**src/rtl/hv_timing_gen.sv**
```systemverilog
`default_nettype none
// +----------------------------------------------------------------------+
// | Module   : hv_timing_gen                                             |
// | Purpose  : Parametrised raster timing generator. Produces H/V        |
// |            counters, blanking, sync, DE, SOF/EOL strobes and a       |
// |            blanked, registered RGB stream. Advances on CE_PIX only.  |
// |            Runtime H/V sync offsets are taken at frame boundaries.   |
// | Revision : 1.0 - initial release                                     |
// +----------------------------------------------------------------------+
module hv_timing_gen #(
  parameter int H_ACTIVE = 288,
  parameter int H_FP     = 22,
  parameter int H_SYNC   = 32,
  parameter int H_BP     = 42,
  parameter int V_ACTIVE = 224,
  parameter int V_FP     = 12,
  parameter int V_SYNC   = 7,
  parameter int V_BP     = 20,
  parameter int HW       = 9,
  parameter int VW       = 9,
  parameter int CW       = 12,
  parameter bit SYNC_POL = 1'b0
) (
  input  logic          MCLK,
  input  logic          RESET_N,
  input  logic          CE_PIX,
  input  logic [3:0]    H_ADJ,
  input  logic [3:0]    V_ADJ,
  input  logic [CW-1:0] iRGB,
  output logic [HW-1:0] HPOS,
  output logic [VW-1:0] VPOS,
  output logic          HBLK,
  output logic          VBLK,
  output logic          HSYN,
  output logic          VSYN,
  output logic          DE,
  output logic [CW-1:0] oRGB,
  output logic          SOF,
  output logic          EOL
);

  localparam int H_TOTAL = H_ACTIVE + H_FP + H_SYNC + H_BP;
  localparam int V_TOTAL = V_ACTIVE + V_FP + V_SYNC + V_BP;

  localparam logic [HW-1:0] H_LAST  = HW'(H_TOTAL - 1);
  localparam logic [VW-1:0] V_LAST  = VW'(V_TOTAL - 1);
  localparam logic [HW-1:0] H_ACT_C = HW'(H_ACTIVE);
  localparam logic [VW-1:0] V_ACT_C = VW'(V_ACTIVE);

  // Sync window bounds, one bit wider than the counters so that a
  // negative offset cannot wrap before the clamp sees it.
  localparam logic signed [HW:0] HS_NOM = (HW+1)'(H_ACTIVE + H_FP);
  localparam logic signed [HW:0] HS_MIN = (HW+1)'(H_ACTIVE);
  localparam logic signed [HW:0] HS_MAX = (HW+1)'(H_TOTAL - H_SYNC);
  localparam logic        [HW:0] HS_LEN = (HW+1)'(H_SYNC);
  localparam logic signed [VW:0] VS_NOM = (VW+1)'(V_ACTIVE + V_FP);
  localparam logic signed [VW:0] VS_MIN = (VW+1)'(V_ACTIVE);
  localparam logic signed [VW:0] VS_MAX = (VW+1)'(V_TOTAL - V_SYNC);
  localparam logic        [VW:0] VS_LEN = (VW+1)'(V_SYNC);

  // Level driven while a sync window is open is inverted for active-low
  localparam logic SYNC_INV = ~SYNC_POL;

  logic [HW-1:0] hcnt_q, hcnt_d;
  logic [VW-1:0] vcnt_q, vcnt_d;
  logic [3:0]    ha_q, ha_d;
  logic [3:0]    va_q, va_d;
  logic          hblk_q, hblk_d;
  logic          vblk_q, vblk_d;
  logic          hsyn_q, hsyn_d;
  logic          vsyn_q, vsyn_d;
  logic          de_q, de_d;
  logic [CW-1:0] rgb_q, rgb_d;
  logic          sof_q, sof_d;
  logic          eol_q, eol_d;

  logic signed [HW:0] w_hs_raw, w_hs_start;
  logic signed [VW:0] w_vs_raw, w_vs_start;
  logic        [HW:0] w_hcnt_x;
  logic        [VW:0] w_vcnt_x;
  logic               w_hs_act, w_vs_act;

  // Clamped sync start positions and in-window flags for the current count
  always_comb begin
    w_hs_raw = HS_NOM + $signed({{(HW-3){ha_q[3]}}, ha_q});
    w_vs_raw = VS_NOM + $signed({{(VW-3){va_q[3]}}, va_q});

    if (w_hs_raw < HS_MIN)      w_hs_start = HS_MIN;
    else if (w_hs_raw > HS_MAX) w_hs_start = HS_MAX;
    else                        w_hs_start = w_hs_raw;

    if (w_vs_raw < VS_MIN)      w_vs_start = VS_MIN;
    else if (w_vs_raw > VS_MAX) w_vs_start = VS_MAX;
    else                        w_vs_start = w_vs_raw;

    // Clamped starts are never negative, so unsigned compares are safe
    w_hcnt_x = {1'b0, hcnt_q};
    w_vcnt_x = {1'b0, vcnt_q};
    w_hs_act = (w_hcnt_x >= $unsigned(w_hs_start)) &&
               (w_hcnt_x <  ($unsigned(w_hs_start) + HS_LEN));
    w_vs_act = (w_vcnt_x >= $unsigned(w_vs_start)) &&
               (w_vcnt_x <  ($unsigned(w_vs_start) + VS_LEN));
  end

  // Counter advance, line/frame wrap and frame-boundary offset sampling
  always_comb begin
    hcnt_d = hcnt_q;
    vcnt_d = vcnt_q;
    ha_d   = ha_q;
    va_d   = va_q;
    if (CE_PIX) begin
      if (hcnt_q == H_LAST) begin
        hcnt_d = '0;
        if (vcnt_q == V_LAST) begin
          vcnt_d = '0;
          ha_d   = H_ADJ;
          va_d   = V_ADJ;
        end else begin
          vcnt_d = vcnt_q + VW'(1);
        end
      end else begin
        hcnt_d = hcnt_q + HW'(1);
      end
    end
  end

  // Output stage built from the pre-increment count; strobes self-clear
  always_comb begin
    hblk_d = hblk_q;
    vblk_d = vblk_q;
    hsyn_d = hsyn_q;
    vsyn_d = vsyn_q;
    de_d   = de_q;
    rgb_d  = rgb_q;
    sof_d  = 1'b0;
    eol_d  = 1'b0;
    if (CE_PIX) begin
      hblk_d = (hcnt_q >= H_ACT_C);
      vblk_d = (vcnt_q >= V_ACT_C);
      de_d   = ~(hblk_d | vblk_d);
      hsyn_d = w_hs_act ^ SYNC_INV;
      // VSYN only moves at the start of a line so it never toggles mid-line
      if (hcnt_q == '0) vsyn_d = w_vs_act ^ SYNC_INV;
      rgb_d  = de_d ? iRGB : '0;
      sof_d  = (hcnt_q == '0) && (vcnt_q == '0);
      eol_d  = (hcnt_q == H_LAST);
    end
  end

  // State register with synchronous active-low reset overriding CE_PIX
  always_ff @(posedge MCLK) begin
    if (!RESET_N) begin
      hcnt_q <= '0;
      vcnt_q <= '0;
      ha_q   <= '0;
      va_q   <= '0;
      hblk_q <= 1'b1;
      vblk_q <= 1'b1;
      hsyn_q <= SYNC_INV;
      vsyn_q <= SYNC_INV;
      de_q   <= 1'b0;
      rgb_q  <= '0;
      sof_q  <= 1'b0;
      eol_q  <= 1'b0;
    end else begin
      hcnt_q <= hcnt_d;
      vcnt_q <= vcnt_d;
      ha_q   <= ha_d;
      va_q   <= va_d;
      hblk_q <= hblk_d;
      vblk_q <= vblk_d;
      hsyn_q <= hsyn_d;
      vsyn_q <= vsyn_d;
      de_q   <= de_d;
      rgb_q  <= rgb_d;
      sof_q  <= sof_d;
      eol_q  <= eol_d;
    end
  end

  assign HPOS = hcnt_q;
  assign VPOS = vcnt_q;
  assign HBLK = hblk_q;
  assign VBLK = vblk_q;
  assign HSYN = hsyn_q;
  assign VSYN = vsyn_q;
  assign DE   = de_q;
  assign oRGB = rgb_q;
  assign SOF  = sof_q;
  assign EOL  = eol_q;

endmodule
`default_nettype wire
```
**config.mk**
```make
export PLATFORM = sky130hd
export DESIGN_NAME = hv_timing_gen
export DESIGN_NICKNAME = d
export VERILOG_FILES = /design/src/rtl/hv_timing_gen.sv
export SDC_FILE = /design/constraint.sdc
export NUM_CORES = 1
export LEC_CHECK = 0
export BUFFER_PORTS_ARGS = -buffer_cell sky130_fd_sc_hd__buf_2
export CORE_UTILIZATION = 45
export CTS_BUF_LIST = sky130_fd_sc_hd__clkbuf_4
export CTS_CLUSTER_DIAMETER = 200
export CTS_CLUSTER_SIZE = 16
export DETAILED_ROUTE_END_ITERATION = 8
export PLACE_DENSITY_LB_ADDON = 0.12
export SLEW_MARGIN = 40
export SYNTH_ARGS = -nofsm -noshare
export SYNTH_HDL_FRONTEND = slang
export SYNTH_SLANG_ARGS = --single-unit
```
**constraint.sdc**
```tcl
create_clock -name MCLK -period 2.8 [get_ports MCLK]
set_input_delay 0.14 -clock MCLK [delete_from_list [all_inputs] [get_ports MCLK]]
set_output_delay 0.14 -clock MCLK [all_outputs]
set_load 0.05 [all_outputs]
```
### Word level (Yosys, flattened, before mapping)

Cells that the tools add are included.

| word-level totals | value |
|---|---|
| output and inout bits | 37 |
| input port bits | 23 |
| bits in registers | 45 |

| cells by class | value |
|---|---|
| bitwise logic cells | 4 |
| equal/unequal tests | 2 |
| $lt $le $gt $ge | 10 |
| add/sub/neg operators | 6 |
| reductions and logical operators | 9 |
| mux-type cells | 7 |

Operators by type and width:

| operator | number |
|---|---|
| two-way mux 10 bit | 4 |
| greater-or-equal comparator 9 x 10 -> 1 bit | 2 |
| greater-than comparator 10 bit, second input constant | 2 |
| less-than comparator 9 x 10 -> 1 bit | 2 |
| adder 9 x 1 -> 9 bit, second input constant | 2 |
| equality test 9 bit, second input constant | 2 |
| logical NOT 9 bit | 2 |
| two-way mux 9 bit | 2 |
| two-way mux 12 bit | 1 |
| adder 10 x 3 -> 10 bit, second input constant | 1 |
| adder 10 x 4 -> 10 bit, first input constant | 1 |
| adder 10 x 6 -> 10 bit, second input constant | 1 |
| adder 9 x 4 -> 10 bit, first input constant | 1 |
| less-than comparator 10 bit, second input constant | 1 |
| less-than comparator 10 x 9 -> 1 bit, second input constant | 1 |
| greater-or-equal comparator 9 x 8 -> 1 bit, second input constant | 1 |
| greater-or-equal comparator 9 bit, second input constant | 1 |
| AND reduction 2 bit | 3 |
| logical AND 1 bit | 3 |
| NOT 1 bit | 3 |
| AND reduction 3 bit | 1 |
| bitwise OR 1 bit | 1 |

### Depth between registers and ports, before layout

Gate-level depths: netlist of run 1.

| depth | value |
|---|---|
| depth in word-level cells | 8 |
| mapped depth | 11 |
| gate-level depth less buffers | 11 |

### Worst setup path before layout of run 1

No wires, ideal clock.

| timing path | value |
|---|---|
| path type | register to register |
| start point | register hcnt_q[1] (netlist: HPOS[1]) |
| end point | register ha_q[1] |
| stages on the path, launching flop included | 9 |
| path slack | 0.540 ns |
| setup time | 0.115 ns |
| clock period less this slack | 2.260 ns |
| arrival time | 2.145 ns |
| cell sequence | dfxtp_1 > ha_1 > and4b_4 > nand3_2 > or2_1 > buf_6 > buf_8 > nand3_1 > o21ai_2 |

| on the way | value |
|---|---|
| longest elaborated chain between the ends | 2 |

Ends and longest elaborated chain:

| element | line | source |
|---|---|---|
| start: declaration | 64 | `logic [HW-1:0] hcnt_q, hcnt_d;` |
| start signal: assignment | 166 | `hcnt_q <= hcnt_d;` |
| equality test 9 bit | 112 | `if (hcnt_q == H_LAST) begin` |
| AND reduction 3 bit (no line) | - |  |
| end signal: assignment | 155 | `ha_q <= '0;` |
| end signal: assignment | 168 | `ha_q <= ha_d;` |
| end: declaration | 66 | `logic [3:0] ha_q, ha_d;` |

No other way between the ends.
A chain may end at the register's enable or synchronous reset.

### Final worst setup path of run 1

| timing path | value |
|---|---|
| start point | register hcnt_q[1] (netlist: HPOS[1]) |
| end point | register vcnt_q[3] (netlist: VPOS[3]) |

| on the way | value |
|---|---|
| longest elaborated chain between the ends | 2 |

Ends and longest elaborated chain:

| element | line | source |
|---|---|---|
| equality test 9 bit | 112 |  |
| AND reduction 2 bit (no line) | - |  |
| end signal: assignment | 167 | `vcnt_q <= vcnt_d;` |
| end: declaration | 65 | `logic [VW-1:0] vcnt_q, vcnt_d;` |

No other way between the ends.

==> results of run 1 <==
## worst min-delay path by stage
stage / start / to / slack, ns / cells after the start
finish: V_ADJ[2] / va_q[2] / 0.01 / 3
global placement: V_ADJ[1] / va_q[1] / 0.38 / 3
floorplan: H_ADJ[0] / ha_q[0] / 0.28 / 2
detailed placement: V_ADJ[1] / va_q[1] / 0.39 / 3
CTS: H_ADJ[0] / ha_q[0] / 0.0001 / 3
global route: iRGB[0] / oRGB[0] / 0.0002 / 3
## power groups by stage
stage	Clock, mW	Sequential (mW)	Combinational, mW
after floorplan	0	0.739	0.0591
after CTS	0.428	0.668	0.170
final	0.414	0.668	0.170
after global routing	0.453	0.671	0.185
after global placement	0	0.681	0.163
after detailed placement	0	0.682	0.163
## Yosys cell counts (2+ instances only)
| library cell | n | share of area (%) |
|---|---|---|
| o21bai_1 | 2 | 0.56 |
| and3_1 | 4 | 0.93 |
| mux2i_1 | 2 | 0.75 |
| nand4_1 | 6 | 1.4 |
| a21boi_0 | 3 | 0.84 |
| nor2_1 | 14 | 2.0 |
| nand2b_1 | 2 | 0.47 |
| nand2_1 | 30 | 4.2 |
| clkbuf_1 | 8 | 1.1 |
| nor4b_1 | 2 | 0.65 |
| dfxtp_1 | 45 | 34 |
| a21o_1 | 3 | 0.84 |
| buf_2 | 3 | 0.56 |
| or4bb_1 | 2 | 0.84 |
| inv_1 | 17 | 2.4 |
| xnor2_1 | 9 | 2.9 |
| o21ai_0 | 8 | 1.5 |
| and2_1 | 6 | 1.4 |
| a31oi_1 | 3 | 0.70 |
| nor3_1 | 6 | 1.1 |
| xor2_1 | 4 | 1.3 |
| ha_1 | 33 | 15 |
| a21oi_1 | 21 | 3.9 |
| o21ai_2 | 8 | 2.6 |
| conb_1 | 2 | 0.28 |
| nor2b_1 | 27 | 6.3 |
| buf_6 | 2 | 0.84 |
| nand3_1 | 18 | 3.4 |
## layout make-up
| type | count | area [um^2] | area share, % |
|---|---|---|---|
| inverter | 17 | 63.81 | 2.017 |
| tap | 72 | 90.09 | 2.847 |
| clock buffer | 5 | 37.54 | 1.186 |
| timing repair buffer | 70 | 397.9 | 12.57 |
| sequential | 45 | 900.9 | 28.47 |
| clock inverter | 3 | 43.79 | 1.384 |
| multi-input combinational | 235 | 1630 | 51.52 |
## worst min-delay path: stages
cell	delay, ns
buf_2	0.10
nand2_1	0.06
o21ai_2	0.04
## through the flow
step	instance area (um^2)	hold WS, ns	power [mW]	cells
after global routing	3164	0.0002171	1.309	447
after detailed placement	3003	0.3892	0.8449	431
after floorplan	2681	0.2838	0.7976	312
final	3164	0.01152	1.252	447
after CTS	3144	0.0001048	1.266	445
after global placement	3003	0.3846	0.8439	431
## cell families (layout without fill, tap and decap cells)
family                   Yosys count  after routing  synth area share [%]
AND/OR/NAND/NOR                  128            128                 26.40
other                              2              3                0.2805
XOR/XNOR                          13             13                 4.252
flip-flops                        45             45                 33.64
multiplexers                       2              2                0.7477
adder cells (fa/ha/maj)           33             33                 15.42
buffers and inverters             32             95                 5.607
AO/OA/AOI/OAI                     56             56                 13.65
## per-layer routing
metal  part of all wire (%)  global-route usage [%]
met5                      0                       0
met4                    1.4                   6.545
met1                     52                   26.30
met3                    4.7                   4.598
met2                     42                   31.03
## repair_timing
action | CTS | global route
gates resized for setup | 0 | 0
setup endpoints to repair | 0 | 0
hold buffers | 6 | 2
hold endpoints to repair | 6 | 2
## registers in the layout, indices dropped and copies added (netlist names), 4 cells and up
signal  cells
oRGB       12
ha_q        4
HPOS        9
VPOS        9
va_q        4
==> key figures, run 1 <==
Status
  • Run status: completed

Pwr
  • Seq pwr share: 53.3%
  • Internal power: 0.9054 mW
  • Clock power frac: 33.1%
  • Leak Pwr: 1.459 nW
  • Combinational share of power: 13.6%
  • Pwr per Cell Area: 395.8 nW/um^2
  • Sw Ratio: 27.70%
  • Net Switching: 0.3469 mW
  • VDD IR-drop max: 260.0 uV

Layout
  • Most common cell after layout, fill and taps aside: buf_2
  • Final core occ: 56.43%
  • Filler cell count: 530
  • Layout cells sized above 1: 22.40%
  • Area Overhead vs Synth: 18.18%
  • Ant. Diodes: 0
  • Commonest cells after routing, fill and taps aside: buf_2, dfxtp_1, ha_1
  • Final net count: 430

Setup path
  • Crit. Startpoint: HPOS[1]
  • WS Path Type: flip-flop to flip-flop
  • R2r endpoint: VPOS[3]
  • Worst setup endpoint: VPOS[3]
  • Startpoint type of the worst setup path: flip-flop
  • Cells along the critical path: ha_1 -> and4b_4 -> nand3_2 -> or2_1 -> nand2_1 -> nor2_1
  • CP required: 3.06 ns
  • Reg-to-reg startpoint: HPOS[1]
  • CP max stage delay: 0.55 ns
  • Kind of cell adding the most delay to the critical path: simple AND/OR/NAND/NOR gates
  • WP buf/inv: 0
  • Worst Path Arrival: 2.56 ns
  • CP endpoint kind: flip-flop
  • Worst-path fanout max: 17
  • Worst R2R Setup Slack: 0.50 ns
  • Stages on worst setup path: 6
  • Reg2reg path depth: 6
  • Slowest CP cell: or2_1

Timing
  • # setup viols final: 0
  • Relative slew margins: 51.50%
  • RSZ-0062 raised after global routing: no
  • Least-Margin Pin Slew: 0.7275 ns
  • Hold violation count in the final report: 0
  • Period minus WS final: 2.299 ns
  • Max-slew violations: 0
  • Setup WS post-layout: 0.5009 ns
  • Peak Freq: 0.4350 GHz
  • Tcrit/Tclk final: 82.11%
  • Final TNS setup: 0 ns
  • Worst Skew: 0.01327 ns

Routing
  • Initial drt markers: 120
  • Post-route ant nets: 0
  • TritonRoute pass-1 iters: 4
  • Via count of the routed design: 2268
  • Vias per cell: 5.074
  • Drc violations: 0
  • Routed WL: 5.736 mm
  • DR WL/cell: 12.83 um

Placement
  • Place WS: 0.5521 ns
  • GP Congestion: 0.8081
  • DP Wirelength: 4.130 mm
  • Port Buffers: 59

Clock tree
  • Reg clk slew, reported paths: 0.15 ns
  • CTS max path bufs: 2
  • CTS tree: yes
  • CTS root buffer: clkbuf_4
  • CTS H-Tree Depth: 2
  • Num CTS Buffers: 5
  • Clock sink count: 45
  • Clk Latency, worst-skew pair: 0.37 ns
  • Post-CTS setup buffers: 0

Global routing
  • Vias in the first global route: 2061
  • All-Layer GR Usage: 19.70%
  • Largest net degree at the start of global routing: 29
  • Antenna violations before repair: 0
  • Grt total ovfl: 0
  • First-pass GRT wire length: 9.694 mm

Yosys
  • Post-synth cell types: 49
  • EDFF count, synth: 0
  • Number of synthesis warnings: 0
  • Number of synthesized register bits: 45
  • Area of the mapped netlist: 2678 um^2
  • Post-synth ARST share: 0%
  • Post-synth top flop: dfxtp_1
  • Cells after synthesis: 311
  • Register area share after synthesis: 33.64%
  • Synthesized area per cell: 8.610 um^2

Floorplan
  • Initial Util: 47.75%
  • Die width: 79.14 um
  • Die area: 6262 um^2
  • Core area: 5608 um^2
  • Die height: 79.14 um
  • FP Rows: 27
  • Top Ports: 60

Hold path
  • HP Class: primary input to flip-flop

Run
  • Max cap viols: 0
(Power assumes the default switching activity.)
==> run 2, diff against run 1 <==
==> constraint.sdc (replaced) <==
create_clock -name MCLK -period 2.07 [get_ports MCLK]
set_input_delay 0.1035 -clock MCLK [delete_from_list [all_inputs] [get_ports MCLK]]
set_output_delay 0.1035 -clock MCLK [all_outputs]
set_load 0.05 [all_outputs]
==> key figures, run 2 (synthesized netlist as in run 1, its figures left out) <==
Floorplan
  • Die area: 6262 um^2 (unchanged)
  • Die width: 79.14 um (unchanged)
  • Die height: 79.14 um (unchanged)
  • Top Ports: 60 (unchanged)
  • Initial Util: 47.75% (unchanged)
  • Core area: 5608 um^2 (unchanged)
  • FP Rows: 27 (unchanged)

Placement
  • Port Buffers: 59 (unchanged)
  • DP Wirelength: 4.286 mm (+3.8%)
  • Place WS: -0.03976 ns (-0.5919 ns)
  • GP Congestion: 0.8860 (+9.6%)

Routing
  • Top sig layer: met4
  • Vias per cell: 5.033 (-0.80%)
  • Drc violations: 0 (unchanged)
  • Initial drt markers: 94 (-22%)
  • Met1 WL: 2.824 mm (-4.5%)
  • DR WL/cell: 12.47 um (-2.9%)
  • Routed WL: 5.971 mm (+4.1%)
  • Post-route ant nets: 0 (unchanged)
  • Wire length on met3: 219 um (-19%)
  • Met2 routed WL: 2.905 mm (+20%)
  • TritonRoute pass-1 iters: 4 (unchanged)
  • Via count of the routed design: 2411 (+6.3%)

Setup path
  • R2r endpoint: VSYN
  • CP required: 2.32 ns (-0.74 ns)
  • Reg-to-reg startpoint: va_q[2]
  • Worst Path Arrival: 2.24 ns (-0.32 ns)
  • Worst-path fanout max: 5 (-12)
  • WS Path Type: flip-flop to flip-flop
  • Worst R2R Setup Slack: 0.08 ns (-0.42 ns)
  • Reg2reg path depth: 7 (+1)
  • Startpoint type of the worst setup path: flip-flop
  • CP endpoint kind: flip-flop

Layout
  • Layout cells sized above 1: 28.75% (+6.3 points)
  • Max reg flops: 12 (unchanged)
  • Final core occ: 61.96% (+5.5 points)
  • Area Overhead vs Synth: 29.77%
  • Commonest cells after routing, fill and taps aside: buf_2, dfxtp_1, ha_1
  • Final net count: 462 (+7.4%)
  • Ant. Diodes: 0 (unchanged)
  • Most common cell after layout, fill and taps aside: buf_2

Pwr
  • Leak Pwr: 1.608 nW (+10%)
  • Pwr per Cell Area: 464.5 nW/um^2 (+17%)
  • VDD IR-drop max: 224.7 uV (-14%)

Global routing
  • Antenna violations before repair: 0 (unchanged)
  • Vias in the first global route: 2250 (+9.2%)
  • Grt total ovfl: 0 (unchanged)
  • All-Layer GR Usage: 19.99% (+0.29 points)
  • Largest net degree at the start of global routing: 24 (-17%)
  • First-pass GRT wire length: 9.929 mm (+2.4%)

Hold path
  • Hold path endpoint: HSYN
  • Hold Crit Start: RESET_N
  • Worst hold path stage count: 2 (-1)
  • HP Class: primary input to flip-flop

Timing
  • Max-slew violations: 0 (unchanged)
  • Period minus WS final: 1.986 ns (-0.3131 ns)
  • Worst Skew: 0.01074 ns (-0.002533 ns)
  • Setup WS post-layout: 0.08398 ns (-0.4169 ns)
  • # setup viols final: 0 (unchanged)
  • Peak Freq: 0.5035 GHz (+16%)
  • Hold violation count in the final report: 0 (unchanged)
  • Tcrit/Tclk final: 95.94% (+14 points)

Clock tree
  • CTS tree: yes
  • CTS H-Tree Depth: 2 (unchanged)
  • CTS max path bufs: 2 (unchanged)
  • Num CTS Buffers: 5 (unchanged)
  • Reg clk slew, reported paths: 0.14 ns (about the same)
  • Clock sink count: 45 (unchanged)
  • CTS root buffer: clkbuf_4
  • Clk Latency, worst-skew pair: 0.36 ns (about the same)

Run
  • Max cap viols: 0 (unchanged)

Status
  • Run status: completed
run 2: changes by cell type in the layout (fill, tap and decap cells not counted), moves of 2 or more:
cell / change
ha_1: -2
dlygate4sd3_1: +12
inv_1: -3
inv_2: +3
buf_4: +19
dfxtp_2: +4
ha_4: +2
dfxtp_1: -5
run 2: worst max path at each step:
stage	from	endpoint	cells after the start
2_1_floorplan	HPOS[6]	ha_q[1]	7
3_3_place_gp	va_q[2]	VSYN	10
3_5_place_dp	va_q[2]	VSYN	10
4_1_cts	va_q[1]	VSYN	11
5_1_grt	va_q[2]	VSYN	9
6_report	va_q[2]	VSYN	7
run 2: routing by layer:
layer	global-route usage, %	vias up
li1	-	1260
met1	25.53	1094
met2	34.57	55
met3	3.333	2
met4	5.273	0
met5	0	-
run 2: report_power, final:
part | total [mW] | internal, mW | leakage [nW] | switching [mW]
registers | 0.898 | 0.888 | 0.369 | 0.00961
clock network | 0.451 | 0.139 | 0.0318 | 0.312
logic | 0.265 | 0.102 | 1.21 | 0.163
run 2: final cells by class:
cell class	instances	area, um^2
flip-flops and latches	45	909.6
clock buffers	5	37.54
repair buffers	102	680.7
fillers	510	2133
multi-input cells	235	1668
clock inverters	3	25.02
well taps	72	90.09
inverters	17	63.81
run 2: through the flow:
stage	instance area [um^2]	setup TNS, ns	hold slack [ns]	total power, mW	std cells
global placement	3161	0	0.3465	1.150	450
floorplan	2684	0	0.2473	1.080	312
detailed placement	3161	-0.03976	0.3511	1.153	450
finish	3475	0	0.1337	1.614	479
CTS	3428	0	0.1209	1.630	478
global route	3475	-0.007903	0.1183	1.696	479
run 2: timing repair:
item / CTS / global route
hold buffers: 20 / 0
setup endpoints to repair: 1 / 1
buffers inserted: 0 / 1
pin swaps: 1 / 4
resized for setup: 4 / 10
endpoints found under the hold margin: 20 / 0
run 2: critical path, cell delays in order, from the launching register on:
cell and delay (ns):
dfxtp_4 0.39, inv_1 0.05, ha_1 0.31, nor3_1 0.21
ha_1 0.28, a21o_1 0.17, a2111oi_2 0.35, a31oi_1 0.12
